==> src/rtl/adam_fabric_pause_seq_pkg.sv <==
// Shared definitions for the fabric pause sequencer: state codes and the
// timeout counter width helper.
package adam_fabric_pause_seq_pkg;

   typedef logic [1:0] state_t;

   localparam state_t IDLE        = 2'd0;
   localparam state_t PAUSE_STEP  = 2'd1;
   localparam state_t PAUSED      = 2'd2;
   localparam state_t RESUME_STEP = 2'd3;

   // Width needed to count 0..timeout, never less than one bit.
   function automatic int unsigned cnt_width(input int unsigned timeout);
      int unsigned w;
      w = $clog2(timeout + 1);
      return (w < 1) ? 1 : w;
   endfunction

endpackage

==> src/rtl/adam_fabric_pause_seq_if.sv <==
// Upstream/downstream pause handshake bundle of one clock domain.
interface adam_fabric_pause_seq_if #(
   parameter int unsigned NO_CHANS = 3
);
   logic                pause_req_i;
   logic                pause_ack_o;
   logic [NO_CHANS-1:0] chan_en_i;
   logic [NO_CHANS-1:0] chan_req_o;
   logic [NO_CHANS-1:0] chan_ack_i;
   logic                busy_o;
   logic [NO_CHANS-1:0] err_o;
   logic                err_clr_i;

   modport master (
      output pause_req_i, chan_en_i, chan_ack_i, err_clr_i,
      input  pause_ack_o, chan_req_o, busy_o, err_o
   );

   modport slave (
      input  pause_req_i, chan_en_i, chan_ack_i, err_clr_i,
      output pause_ack_o, chan_req_o, busy_o, err_o
   );
endinterface

==> src/rtl/adam_fabric_pause_timer.sv <==
// Per-step wait counter: cleared on step entry, counts waiting cycles and
// pulses timeout_o on the last permitted waiting cycle (TIMEOUT=0: never).
module adam_fabric_pause_timer
   import adam_fabric_pause_seq_pkg::*;
#(
   parameter int unsigned TIMEOUT   = 1024,
   parameter int unsigned CNT_WIDTH = cnt_width(TIMEOUT)
) (
   input  logic clk_i,
   input  logic rst_ni,
   input  logic clr_i,
   input  logic en_i,
   output logic timeout_o
);

   logic [CNT_WIDTH-1:0] cnt_q;

   // count waiting cycles; a clear takes priority over counting
   always_ff @(posedge clk_i or negedge rst_ni) begin
      if (!rst_ni) begin
         cnt_q <= '0;
      end else if (clr_i) begin
         cnt_q <= '0;
      end else if (en_i) begin
         cnt_q <= cnt_q + CNT_WIDTH'(1);
      end
   end

   // fire while still waiting once the count has reached TIMEOUT-1
   always_comb begin
      timeout_o = 1'b0;
      if (TIMEOUT != 0) begin
         timeout_o = en_i && (cnt_q == CNT_WIDTH'(TIMEOUT - 1));
      end
   end

endmodule

==> src/rtl/adam_fabric_pause_seq.sv <==
// Fabric pause sequencer: requests enabled channels in ascending order on
// pause, releases them in descending order on resume, with a per-step
// timeout and sticky per-channel error flags.
module adam_fabric_pause_seq
   import adam_fabric_pause_seq_pkg::*;
#(
   parameter int unsigned NO_CHANS = 3,
   parameter int unsigned TIMEOUT  = 1024
) (
   input  logic                  clk_i,
   input  logic                  rst_ni,
   adam_fabric_pause_seq_if.slave bus
);

   localparam int unsigned CNT_WIDTH = cnt_width(TIMEOUT);
   localparam int unsigned IDX_W     = (NO_CHANS > 1) ? $clog2(NO_CHANS) : 1;
   localparam logic [IDX_W-1:0] LAST_IDX = IDX_W'(NO_CHANS - 1);

   state_t              state_q, state_d;
   logic [IDX_W-1:0]    idx_q, idx_d;
   logic [NO_CHANS-1:0] en_q, en_d;
   logic [NO_CHANS-1:0] req_q, req_d;
   logic [NO_CHANS-1:0] err_q, err_d, err_set;
   logic                abort_q, abort_d;
   logic                ack_q, ack_d;
   logic                busy_q;
   logic                in_step, ack_done, step_done, timeout;

   // a step is finished by a skipped channel, the expected ack level or a timeout
   always_comb begin
      in_step   = (state_q == PAUSE_STEP) || (state_q == RESUME_STEP);
      ack_done  = !en_q[idx_q] || (bus.chan_ack_i[idx_q] == (state_q == PAUSE_STEP));
      step_done = in_step && (ack_done || timeout);
   end

   adam_fabric_pause_timer #(
      .TIMEOUT   (TIMEOUT),
      .CNT_WIDTH (CNT_WIDTH)
   ) u_timer (
      .clk_i     (clk_i),
      .rst_ni    (rst_ni),
      .clr_i     (!in_step || step_done),
      .en_i      (in_step && !ack_done),
      .timeout_o (timeout)
   );

   // sequencing: next state, index, request vector and sticky error flags
   always_comb begin
      state_d = state_q;
      idx_d   = idx_q;
      en_d    = en_q;
      req_d   = req_q;
      ack_d   = ack_q;
      abort_d = abort_q;
      err_set = '0;
      if (timeout) begin
         err_set[idx_q] = 1'b1;
      end
      case (state_q)
         IDLE: begin
            if (bus.pause_req_i) begin
               state_d  = PAUSE_STEP;
               idx_d    = '0;
               en_d     = bus.chan_en_i;
               req_d    = '0;
               req_d[0] = bus.chan_en_i[0];
               abort_d  = 1'b0;
            end
         end
         PAUSE_STEP: begin
            // an abort seen in the completing cycle itself counts as well
            abort_d = abort_q | ~bus.pause_req_i;
            if (step_done) begin
               if (abort_d) begin
                  state_d      = RESUME_STEP;
                  abort_d      = 1'b0;
                  req_d[idx_q] = 1'b0;
               end else if (idx_q == LAST_IDX) begin
                  state_d = PAUSED;
                  ack_d   = 1'b1;
               end else begin
                  idx_d        = idx_q + IDX_W'(1);
                  req_d[idx_d] = en_q[idx_d];
               end
            end
         end
         PAUSED: begin
            if (!bus.pause_req_i) begin
               state_d         = RESUME_STEP;
               idx_d           = LAST_IDX;
               req_d[LAST_IDX] = 1'b0;
            end
         end
         RESUME_STEP: begin
            if (step_done) begin
               if (bus.pause_req_i) begin
                  state_d      = PAUSE_STEP;
                  req_d[idx_q] = en_q[idx_q];
               end else if (idx_q == '0) begin
                  state_d = IDLE;
                  ack_d   = 1'b0;
               end else begin
                  idx_d        = idx_q - IDX_W'(1);
                  req_d[idx_d] = 1'b0;
               end
            end
         end
         default: state_d = IDLE;
      endcase
      // a set in the same cycle as a clear wins
      err_d = (bus.err_clr_i ? '0 : err_q) | err_set;
   end

   // state and registered outputs
   always_ff @(posedge clk_i or negedge rst_ni) begin
      if (!rst_ni) begin
         state_q <= IDLE;
         idx_q   <= '0;
         en_q    <= '0;
         req_q   <= '0;
         err_q   <= '0;
         abort_q <= 1'b0;
         ack_q   <= 1'b0;
         busy_q  <= 1'b0;
      end else begin
         state_q <= state_d;
         idx_q   <= idx_d;
         en_q    <= en_d;
         req_q   <= req_d;
         err_q   <= err_d;
         abort_q <= abort_d;
         ack_q   <= ack_d;
         busy_q  <= (state_d == PAUSE_STEP) || (state_d == RESUME_STEP);
      end
   end

   assign bus.chan_req_o  = req_q;
   assign bus.pause_ack_o = ack_q;
   assign bus.busy_o      = busy_q;
   assign bus.err_o       = err_q;

endmodule

==> src/flat_wrapper.sv <==
// flat-port wrapper written by rule: the top's interface ports become plain ports
module adam_fabric_pause_seq_flat import adam_fabric_pause_seq_pkg::*;
#(
   parameter int unsigned NO_CHANS = 3,
   parameter int unsigned TIMEOUT  = 1024
)
  (clk_i, rst_ni, bus_pause_req_i, bus_chan_en_i, bus_chan_ack_i, bus_err_clr_i, bus_pause_ack_o, bus_chan_req_o, bus_busy_o, bus_err_o);
  adam_fabric_pause_seq_if #(.NO_CHANS(NO_CHANS)) bus_i ();
  input  logic clk_i;
  input  logic rst_ni;
  input wire logic [$bits(bus_i.pause_req_i)-1:0] bus_pause_req_i;
  input wire logic [$bits(bus_i.chan_en_i)-1:0] bus_chan_en_i;
  input wire logic [$bits(bus_i.chan_ack_i)-1:0] bus_chan_ack_i;
  input wire logic [$bits(bus_i.err_clr_i)-1:0] bus_err_clr_i;
  output wire logic [$bits(bus_i.pause_ack_o)-1:0] bus_pause_ack_o;
  output wire logic [$bits(bus_i.chan_req_o)-1:0] bus_chan_req_o;
  output wire logic [$bits(bus_i.busy_o)-1:0] bus_busy_o;
  output wire logic [$bits(bus_i.err_o)-1:0] bus_err_o;
  assign bus_i.pause_req_i = bus_pause_req_i;
  assign bus_i.chan_en_i = bus_chan_en_i;
  assign bus_i.chan_ack_i = bus_chan_ack_i;
  assign bus_i.err_clr_i = bus_err_clr_i;
  assign bus_pause_ack_o = bus_i.pause_ack_o;
  assign bus_chan_req_o = bus_i.chan_req_o;
  assign bus_busy_o = bus_i.busy_o;
  assign bus_err_o = bus_i.err_o;
  adam_fabric_pause_seq #(.NO_CHANS(NO_CHANS), .TIMEOUT(TIMEOUT)) u_core (.clk_i(clk_i), .rst_ni(rst_ni), .bus(bus_i));
endmodule
==> config.mk <==
export PLATFORM = sky130hd
export DESIGN_NAME = adam_fabric_pause_seq_flat
export DESIGN_NICKNAME = d
export VERILOG_FILES = /design/src/rtl/adam_fabric_pause_seq_pkg.sv /design/src/rtl/adam_fabric_pause_seq_if.sv /design/src/rtl/adam_fabric_pause_timer.sv /design/src/rtl/adam_fabric_pause_seq.sv /design/src/flat_wrapper.sv
export SDC_FILE = /design/constraint.sdc
export NUM_CORES = 1
export LEC_CHECK = 0
export ABC_AREA = 1
export BUFFER_PORTS_ARGS = -buffer_cell sky130_fd_sc_hd__buf_2
export CORE_UTILIZATION = 55
export CTS_CLUSTER_DIAMETER = 30
export CTS_CLUSTER_SIZE = 12
export DETAILED_ROUTE_END_ITERATION = 8
export PLACE_DENSITY = 0.76
export SYNTH_ARGS = -nofsm -noshare
export SYNTH_HDL_FRONTEND = slang
export SYNTH_SLANG_ARGS = --single-unit
==> constraint.sdc <==
create_clock -name clk_i -period 1.9 [get_ports clk_i]
set_input_delay 0.095 -clock clk_i [delete_from_list [all_inputs] [get_ports clk_i]]
set_output_delay 0.095 -clock clk_i [all_outputs]
set_load 0.03 [all_outputs]
==> results.sh, run 1 <==
export IMPL_grt_pass1_wl_mm=6.60
export IMPL_slew_viol_final=0
export IMPL_synthTopCellsByArea="dfrtp_1, nand2_1, ha_1"
export IMPL_grt_pass1_vias=1434
export IMPL_avgViaCountPerCell=5.23
export IMPL_cts_buffers=3
export IMPL_ys_types=30
export IMPL_insertion_delay_ns=0.34
export IMPL_cp_common_cell="nor2_4"
export IMPL_final_core_util_pct=67.3
export IMPL_outcome="completed"
export IMPL_io_buffers=17
export IMPL_sw_frac_of_total_pct=51.1
export IMPL_yosysSeqAreaShare_pct=38.1
export IMPL_grt_ovfl_total=0
export IMPL_dpl_worst_slack_ns=0.0500
export IMPL_endpoint_kind="flop"
export IMPL_yosysWarnings=0
export IMPL_io_pins=18
export IMPL_root_buffer="clkbuf_4"
export IMPL_antenna_left=0
export IMPL_dieWidth_um=58.8
export IMPL_switching_power_mw=1.50
export IMPL_yosys_area_top_type="dfrtp_1"
export IMPL_finalWirelength_mm=3.84
export IMPL_worstSetupPathType="flop to flop"
export IMPL_timing_hold_ws_ns=0.240
export IMPL_start_util_pct=58.0
export IMPL_synthCells=229
export IMPL_place_congestion=0.912
export IMPL_finalSetupTns_ns=0
export IMPL_slowest_stage="dfrtp_1"
export IMPL_fin_nets=281
export IMPL_rsz0062_at_grt="yes"
export IMPL_cap_violations=0
export IMPL_intPower_mw=1.44
export IMPL_synth_area_um2=1770
export IMPL_routed_via_count=1601
export IMPL_max_stage_delay_ns=0.41
export IMPL_crit_buf_inv=1
export IMPL_max_slew_margin_pct=59.8
export IMPL_period_share_pct=93.6
export IMPL_path_max_fanout=15
export IMPL_final_cell_mix="nand2_1, dfrtp_1, inv_1"
export IMPL_drtIter0Drc=118
export IMPL_wl_per_cell_um=12.5
export IMPL_grt_use_total_pct=25.3
export IMPL_cp_required_ns=2.12
export IMPL_dieArea_um2=3450
export IMPL_drtPass1Iterations=4
export IMPL_grt_max_degree=28
export IMPL_rows=20
export IMPL_die_height_um=58.8
export IMPL_clock_path_buffers=2
export IMPL_arrival_ns=2.00
export IMPL_timing_fmax_mhz=562
export IMPL_cp_cell_sequence="ha_1, nand2_1, nor2_4, nand4_1, nor2_4, nor2_4, nand2_8, buf_4, nor3_4"
export IMPL_htree_levels=1
export IMPL_post_cts_buffers=0
export IMPL_power_density_nw_per_um2=1430
export IMPL_vdd_drop_max_v=0.000952
export IMPL_fin_skew_ns=0.0137
export IMPL_syn_nets=247
export IMPL_dp_hpwl_mm=2.83
export IMPL_core_um2=3050
export IMPL_worst_slew_pin_slew_ns=0.602
export IMPL_min_period_ns=1.78
export IMPL_ys_ff_latch=27
export IMPL_antenna_cells=0
export IMPL_crit_family="simple AND/OR/NAND/NOR gates"
export IMPL_setup_ws_ns=0.121
export IMPL_power_frac_clock_pct=8.8
export IMPL_seq_power_share_pct=27.6
export IMPL_finalHoldViolations=0
export IMPL_yosys_area_top_type_share_pct=38.1
export IMPL_drc=0
export IMPL_tritoncts="done"
export IMPL_antenna_found_initial=0
export IMPL_area_delta_synth_final_pct=16.0
export IMPL_min_path_type="input pin to flop"
export IMPL_postSynthAreaPerCell_um2=7.74
export IMPL_clk_pin_slew_ns=0.16
export IMPL_finalSetupViolations=0
export IMPL_p_comb_share_pct=63.6
export IMPL_p_leak_nw=0.983
export IMPL_critPathLaunchType="flop"
export IMPL_fillers=277
export IMPL_final_common_cell="nand2_1"
export IMPL_drive_above_1_share_pct=19.5
export IMPL_clkSinkCount=27
cell families after synthesis:
| family | share of synthesized area (%) |
|---|---|
| multiplexers | 0.636 |
| buffers and inverters | 7.49 |
| AO/OA/AOI/OAI | 10.7 |
| adder cells (fa/ha/maj) | 5.65 |
| flip-flops | 38.1 |
| AND/OR/NAND/NOR | 36.4 |
| XOR/XNOR | 0.989 |
synth_stat cells (all sizes together):
cell     n
nand2   66
nor2    30
inv     28
dfrtp   27
nand3   19
a21oi   17
ha       8
nor3     6
o21ai    6
o22ai    6
nand4    3
a211oi   2
buf      2
nor3b    2
xnor2    2
a21boi   1
a22oi    1
and3     1
mux2     1
o21bai   1
what timing repair did:
action / 4_1_cts / 5_1_grt
hold buffers: 5 / 0
setup endpoints to repair: 0 / 10
endpoints found under the hold margin: 33 / 0
resized for setup: 0 / 6
tightest hold or removal path: cells and delay by family:
family | cells | cell delay (ns)
AOI/OAI and AO/OA | 1 | 0.11
and+or+nand+nor | 2 | 0.11
buffers and inverters | 2 | 0.26
power by group through the flow:
| stage | clock network [mW] | logic (mW) | registers, mW |
|---|---|---|---|
| finish | 0.260 | 1.87 | 0.813 |
| global route | 0.292 | 2.10 | 0.831 |
| CTS | 0.270 | 1.81 | 0.808 |
| detailed placement | 0 | 1.81 | 0.818 |
| global placement | 0 | 1.80 | 0.817 |
| floorplan | 0 | 1.23 | 0.923 |
layer usage:
metal	GRT usage, %	routed length (um)	vias up
li1	-	-	816
met1	35.7	1840	719
met2	39.8	1780	60
met3	3.52	167	6
met4	8.84	42	0
met5	0	0	-
sequential cells by signal, indices dropped and copies added (netlist names), 2 cells and up:
register and count:
u_core.bus.err_o 3, u_core.bus.chan_req_o 3, u_core.u_timer.cnt_q 11, u_core.state_q 2, u_core.idx_q 2, u_core.en_q 3
area by class of cell:
cell class | instances | area [um2] | share of cell area (%)
multi-input combinational | 172 | 986 | 48.0
sequential | 27 | 676 | 32.9
timing repair buffer | 31 | 203 | 9.86
inverter | 28 | 110 | 5.36
tap | 44 | 55.1 | 2.68
clock buffer | 4 | 26.3 | 1.28
metrics by stage:
stage | cells | area (um2) | power, mW
after floorplan | 229 | 1770 | 2.16
after global placement | 297 | 1950 | 2.61
after detailed placement | 297 | 1950 | 2.62
after CTS | 306 | 2030 | 2.89
after global routing | 306 | 2060 | 3.23
final | 306 | 2060 | 2.95
final timing paths:
check                                                end  slack, ns                     from  cells after the start
worst min register to register   u_core.u_timer.cnt_q[0]       0.48  u_core.u_timer.cnt_q[0]                      1
worst min-delay path            u_core.bus.chan_req_o[2]       0.24          bus_pause_req_i                      5
min in group asynchronous            u_core.bus.err_o[0]       0.27                   rst_ni                      2
worst max register to register   u_core.u_timer.cnt_q[7]       0.12  u_core.u_timer.cnt_q[0]                      9
worst max-delay path             u_core.u_timer.cnt_q[7]       0.12  u_core.u_timer.cnt_q[0]                      9
max in group asynchronous                u_core.idx_q[0]       1.22                   rst_ni                      2
(Power assumes the default switching activity.)
==> inputs of run 2 (changes only) <==
--- a/config.mk
+++ b/config.mk
@@ -7,6 +7,7 @@
 export LEC_CHECK = 0
 export ABC_AREA = 1
 export BUFFER_PORTS_ARGS = -buffer_cell sky130_fd_sc_hd__buf_2
+export CORE_MARGIN = 3
 export CORE_UTILIZATION = 55
 export CTS_CLUSTER_DIAMETER = 30
 export CTS_CLUSTER_SIZE = 12
==> run 2 against run 1 <==
Critical path depth rose by 1. Critical endpoint is now u_core.u_timer.cnt_q[3]. Cell count fell by 0.98%. Highest routed layer unchanged. Clock skew fell by 0.0011 ns. Largest cell class unchanged. Clock power rose by 3%. Global-route usage fell by 2.7 points.
==> results.sh, run 2 (synthesized netlist as in run 1, its figures left out) <==
export IMPL_finalSetupTns_ns=0
export IMPL_grt_max_degree=28
export IMPL_path_max_fanout=10
export IMPL_dp_cells=294
export IMPL_dpl_worst_slack_ns=0.142
export IMPL_finalHoldViolations=0
export IMPL_final_core_util_pct=70.8
export IMPL_power_frac_clock_pct=9.0
export IMPL_p_comb_share_pct=63.9
export IMPL_area_delta_synth_final_pct=15.8
export IMPL_post_cts_buffers=0
export IMPL_intPower_mw=1.43
export IMPL_grt_use_total_pct=22.6
export IMPL_fin_nets=280
export IMPL_antenna_found_initial=0
export IMPL_drc=0
export IMPL_worstSetupPathType="flop to flop"
export IMPL_outcome="completed"
export IMPL_p_leak_nw=0.989
export IMPL_min_period_ns=1.74
export IMPL_seq_power_share_pct=27.1
export IMPL_rsz0062_at_grt="yes"
export IMPL_power_density_nw_per_um2=1450
export IMPL_dieArea_um2=3940
export IMPL_fin_cells=303
export IMPL_root_buffer="clkbuf_4"
export IMPL_crit_family="simple AND/OR/NAND/NOR gates"
export IMPL_die_height_um=62.8
export IMPL_tritoncts="done"
export IMPL_cap_violations=0
export IMPL_drive_above_1_share_pct=19.5
export IMPL_vdd_drop_max_v=0.000976
export IMPL_drtPass1Iterations=5
export IMPL_grt_ovfl_total=0
export IMPL_endpoint_kind="flop"
export IMPL_max_slew_margin_pct=58.7
export IMPL_clock_path_buffers=2
export IMPL_place_congestion=0.977
export IMPL_antenna_left=0
export IMPL_io_buffers=17
export IMPL_switching_power_mw=1.55
export IMPL_arrival_ns=2.00
export IMPL_routed_via_count=1660
export IMPL_final_common_cell="nand2_1"
export IMPL_slowest_stage="dfrtp_1"
export IMPL_wl_per_cell_um=13.8
export IMPL_max_stage_delay_ns=0.39
export IMPL_drtIter0Drc=174
export IMPL_setup_ws_ns=0.155
export IMPL_grt_pass1_vias=1511
export IMPL_crit_buf_inv=2
export IMPL_min_path_type="input pin to flop"
export IMPL_rows=19
export IMPL_cts_buffers=3
export IMPL_clkSinkCount=27
export IMPL_insertion_delay_ns=0.34
export IMPL_sw_frac_of_total_pct=51.9
export IMPL_worst_slew_pin_slew_ns=0.619
export IMPL_dp_hpwl_mm=3.06
export IMPL_io_pins=18
export IMPL_finalWirelength_mm=4.20
export IMPL_antenna_cells=0
export IMPL_clk_pin_slew_ns=0.16
export IMPL_avgViaCountPerCell=5.48
export IMPL_dieWidth_um=62.8
export IMPL_cp_common_cell="nand2_1"
export IMPL_start_util_pct=61.1
export IMPL_largest_reg_flops=11
export IMPL_core_um2=2900
export IMPL_final_cell_mix="nand2_1, dfrtp_1, inv_1"
export IMPL_grt_pass1_wl_mm=7.18
export IMPL_period_share_pct=91.8
export IMPL_fillers=246
export IMPL_timing_fmax_mhz=573
export IMPL_slew_viol_final=0
export IMPL_finalSetupViolations=0
export IMPL_critPathLaunchType="flop"
export IMPL_regMostFlops="u_core.u_timer.cnt_q"
export IMPL_fin_skew_ns=0.0126
export IMPL_htree_levels=1
export IMPL_cp_required_ns=2.16
export IMPL_cp_cell_sequence="buf_4, nand2_1, nand3_1, nand2_1, nand2_1, nand3_4, nor2_4, nand2_4, buf_12, nor3b_1"
## run 2: metal layers
layer	wire length (um)	global-route usage, %	share of wire (%)	vias to the layer above
met5	0	0	0	-
met4	39	5.23	0.93	0
met3	335	2.52	8.0	7
met2	1870	34.0	45	81
met1	1950	34.6	47	759
li1	-	-	-	813
## run 2: area by class of cell
type,instances,area (um2),area share [%]
Timing Repair Buffer,30,208,10.1
Inverter,28,108,5.24
Tap cell,42,52.6,2.56
Clock inverter,1,7.51,0.366
Clock buffer,3,22.5,1.10
Sequential cell,27,676,32.9
Multi-Input combinational cell,172,978,47.7
## run 2: tightest hold or removal path, stage by stage
cell	delay, ns
buf_2	0.17
nor2_1	0.16
a21oi_1	0.06
## run 2: final timing paths
path | from | cells after the start | end | slack (ns)
setup reg to reg | u_core.idx_q[0] | 10 | u_core.u_timer.cnt_q[3] | 0.16
setup / recovery | u_core.idx_q[0] | 10 | u_core.u_timer.cnt_q[3] | 0.16
max in group asynchronous | rst_ni | 2 | u_core.bus.busy_o | 1.20
hold / removal | bus_pause_req_i | 3 | u_core.state_q[0] | 0.16
min in group asynchronous | rst_ni | 2 | u_core.en_q[1] | 0.29
hold reg to reg | u_core.u_timer.cnt_q[0] | 1 | u_core.u_timer.cnt_q[0] | 0.48
## run 2: what timing repair did
action	4_1_cts	5_1_grt
gates resized for setup	0	4
hold endpoints to repair	33	0
hold buffers	5	0
setup endpoints to repair	0	15
## run 2: power groups by stage
stage | logic, mW | registers, mW | clock network, mW
floorplan | 1.23 | 0.923 | 0
global placement | 1.81 | 0.819 | 0
detailed placement | 1.84 | 0.821 | 0
CTS | 1.86 | 0.808 | 0.270
global route | 2.11 | 0.828 | 0.297
finish | 1.91 | 0.810 | 0.268
## run 2: stage by stage
stage | hold slack, ns | power, mW | instance area [um2]
floorplan | -0.201 | 2.16 | 1770
global placement | 0.140 | 2.63 | 1960
detailed placement | 0.144 | 2.66 | 1960
CTS | 0.158 | 2.94 | 2040
global route | 0.193 | 3.24 | 2050
finish | 0.162 | 2.98 | 2050
==> inputs of run 3 (changes only) <==
==> constraint.sdc (replaced) <==
create_clock -name clk_i -period 1.9 [get_ports clk_i]
set_input_delay 0.285 -clock clk_i [delete_from_list [all_inputs] [get_ports clk_i]]
set_output_delay 0.285 -clock clk_i [all_outputs]
set_load 0.03 [all_outputs]
==> run 3 against run 2 <==
First-iteration DRC count decreased by 30%. Register-to-register slack about the same. Clock-buffer cell count unchanged. Die area unchanged. Via count decreased by 1.7%. Sequential cell count unchanged. Sequential share of layout area increased by 0.66 points. Sequential power about the same. Global-route usage decreased by 0.23 points. Worst hold slack got worse by 0.023 ns.
==> results.sh, run 3 (synthesized netlist as in run 1, its figures left out) <==
export IMPL_cts_buffers=3
export IMPL_drtIter0Drc=121
export IMPL_post_cts_buffers=0
export IMPL_cap_violations=0
export IMPL_cp_required_ns=2.16
export IMPL_crit_family="simple AND/OR/NAND/NOR gates"
export IMPL_grt_busiest_layer="met1"
export IMPL_antenna_found_initial=0
export IMPL_grt_use_total_pct=22.3
export IMPL_largest_reg_flops=11
export IMPL_grt_max_degree=28
export IMPL_grt_pass1_vias=1490
export IMPL_max_slew_margin_pct=58.5
export IMPL_antenna_cells=0
export IMPL_finalWirelength_mm=4.15
export IMPL_min_path_type="input pin to flop"
export IMPL_place_congestion=0.977
export IMPL_path_max_fanout=10
export IMPL_arrival_ns=2.00
export IMPL_clkSinkCount=27
export IMPL_start_util_pct=61.1
export IMPL_worst_slew_pin_slew_ns=0.622
export IMPL_grt_met3_usage_pct=2.52
export IMPL_drc=0
export IMPL_grtUsageMet2_pct=33.4
export IMPL_drtPass1Iterations=5
export IMPL_dieWidth_um=62.8
export IMPL_area_delta_synth_final_pct=13.6
export IMPL_vdd_drop_max_v=0.000977
export IMPL_cp_cell_sequence="buf_4, nand2_1, nand3_1, nand2_1, nand2_1, nand3_4, nor2_4, nand2_4, buf_12, nor3b_1"
export IMPL_dp_hpwl_mm=3.06
export IMPL_routed_via_count=1631
export IMPL_p_leak_nw=0.972
export IMPL_max_stage_delay_ns=0.40
export IMPL_period_share_pct=91.6
export IMPL_root_buffer="clkbuf_4"
export IMPL_cp_common_cell="nand2_1"
export IMPL_crit_buf_inv=2
export IMPL_tritoncts="done"
export IMPL_final_common_cell="nand2_1"
export IMPL_io_pins=18
export IMPL_htree_levels=1
export IMPL_fin_skew_ns=0.0140
export IMPL_insertion_delay_ns=0.34
export IMPL_fillers=250
export IMPL_worstSetupPathType="flop to flop"
export IMPL_rows=19
export IMPL_finalHoldViolations=0
export IMPL_min_period_ns=1.74
export IMPL_gr_usage_met1_pct=34.4
export IMPL_fin_nets=276
export IMPL_rsz0062_at_grt="yes"
export IMPL_slew_viol_final=0
export IMPL_avgViaCountPerCell=5.45
export IMPL_outcome="completed"
export IMPL_core_um2=2900
export IMPL_grt_pass1_wl_mm=7.09
export IMPL_power_density_nw_per_um2=1480
export IMPL_slowest_stage="dfrtp_1"
export IMPL_regMostFlops="u_core.u_timer.cnt_q"
export IMPL_antenna_left=0
export IMPL_clk_pin_slew_ns=0.17
export IMPL_endpoint_kind="flop"
export IMPL_io_buffers=17
export IMPL_timing_hold_ws_ns=0.139
export IMPL_die_height_um=62.8
export IMPL_final_core_util_pct=69.4
export IMPL_drive_above_1_share_pct=19.8
export IMPL_grt_ovfl_total=0
export IMPL_timing_fmax_mhz=575
export IMPL_critPathLaunchType="flop"
export IMPL_finalSetupTns_ns=0
export IMPL_finalSetupViolations=0
export IMPL_total_power_mw=2.98
export IMPL_dieArea_um2=3940
export IMPL_final_cell_mix="nand2_1, dfrtp_1, inv_1"
export IMPL_clock_path_buffers=2
export IMPL_wl_per_cell_um=13.9
[run 3: what timing repair did]
action                                  CTS  global route
resized for setup                         0             4
hold buffers                              1             0
endpoints found under the setup margin    0            15
hold endpoints to repair                 27             0
[run 3: final timing paths]
kind,startpoint,to,slack (ns),depth (start not counted)
setup / recovery,u_core.idx_q[0],u_core.u_timer.cnt_q[3],0.16,10
hold / removal,bus_chan_en_i[1],u_core.en_q[1],0.14,3
setup reg to reg,u_core.idx_q[0],u_core.u_timer.cnt_q[3],0.16,10
hold reg to reg,u_core.u_timer.cnt_q[0],u_core.u_timer.cnt_q[0],0.48,1
max in group asynchronous,rst_ni,u_core.bus.chan_req_o[2],1.01,2
min in group asynchronous,rst_ni,u_core.en_q[1],0.48,2
[run 3: worst reg2reg max path, cell delays in order (launching register included)]
cell     delay [ns]
dfrtp_1        0.40
buf_4          0.18
nand2_1        0.06
nand3_1        0.13
nand2_1        0.09
nand2_1        0.10
nand3_4        0.10
nor2_4         0.14
nand2_4        0.12
buf_12         0.17
nor3b_1        0.17
[run 3: area by class of cell]
class	instances	area [um2]	area share [%]
tap	42	52.6	2.61
clock inverter	1	7.51	0.373
sequential	27	676	33.6
timing repair buffer	26	168	8.33
multi-input combinational	172	978	48.6
clock buffer	3	22.5	1.12
inverter	28	108	5.35
[run 3: power by group]
| part | switching, mW | internal, mW | total (mW) |
|---|---|---|---|
| Combinational | 1.26 | 0.640 | 1.90 |
| Clock | 0.188 | 0.0805 | 0.269 |
| Sequential | 0.103 | 0.708 | 0.811 |
[run 3: per-stage QoR]
step,cells,setup slack (ns),cell area (um2)
floorplan,229,0.162,1770
global placement,294,0.148,1960
detailed placement,294,0.142,1960
CTS,299,0.114,2000
global route,299,0.00143,2010
finish,299,0.160,2010
[run 3: routing by layer]
metal | share of wire (%) | up-vias | wire [um]
met5 | 0 | - | 0
met2 | 45 | 73 | 1850
met4 | 1.0 | 0 | 42
li1 | - | 805 | -
met3 | 6.2 | 7 | 256
met1 | 48 | 746 | 2000
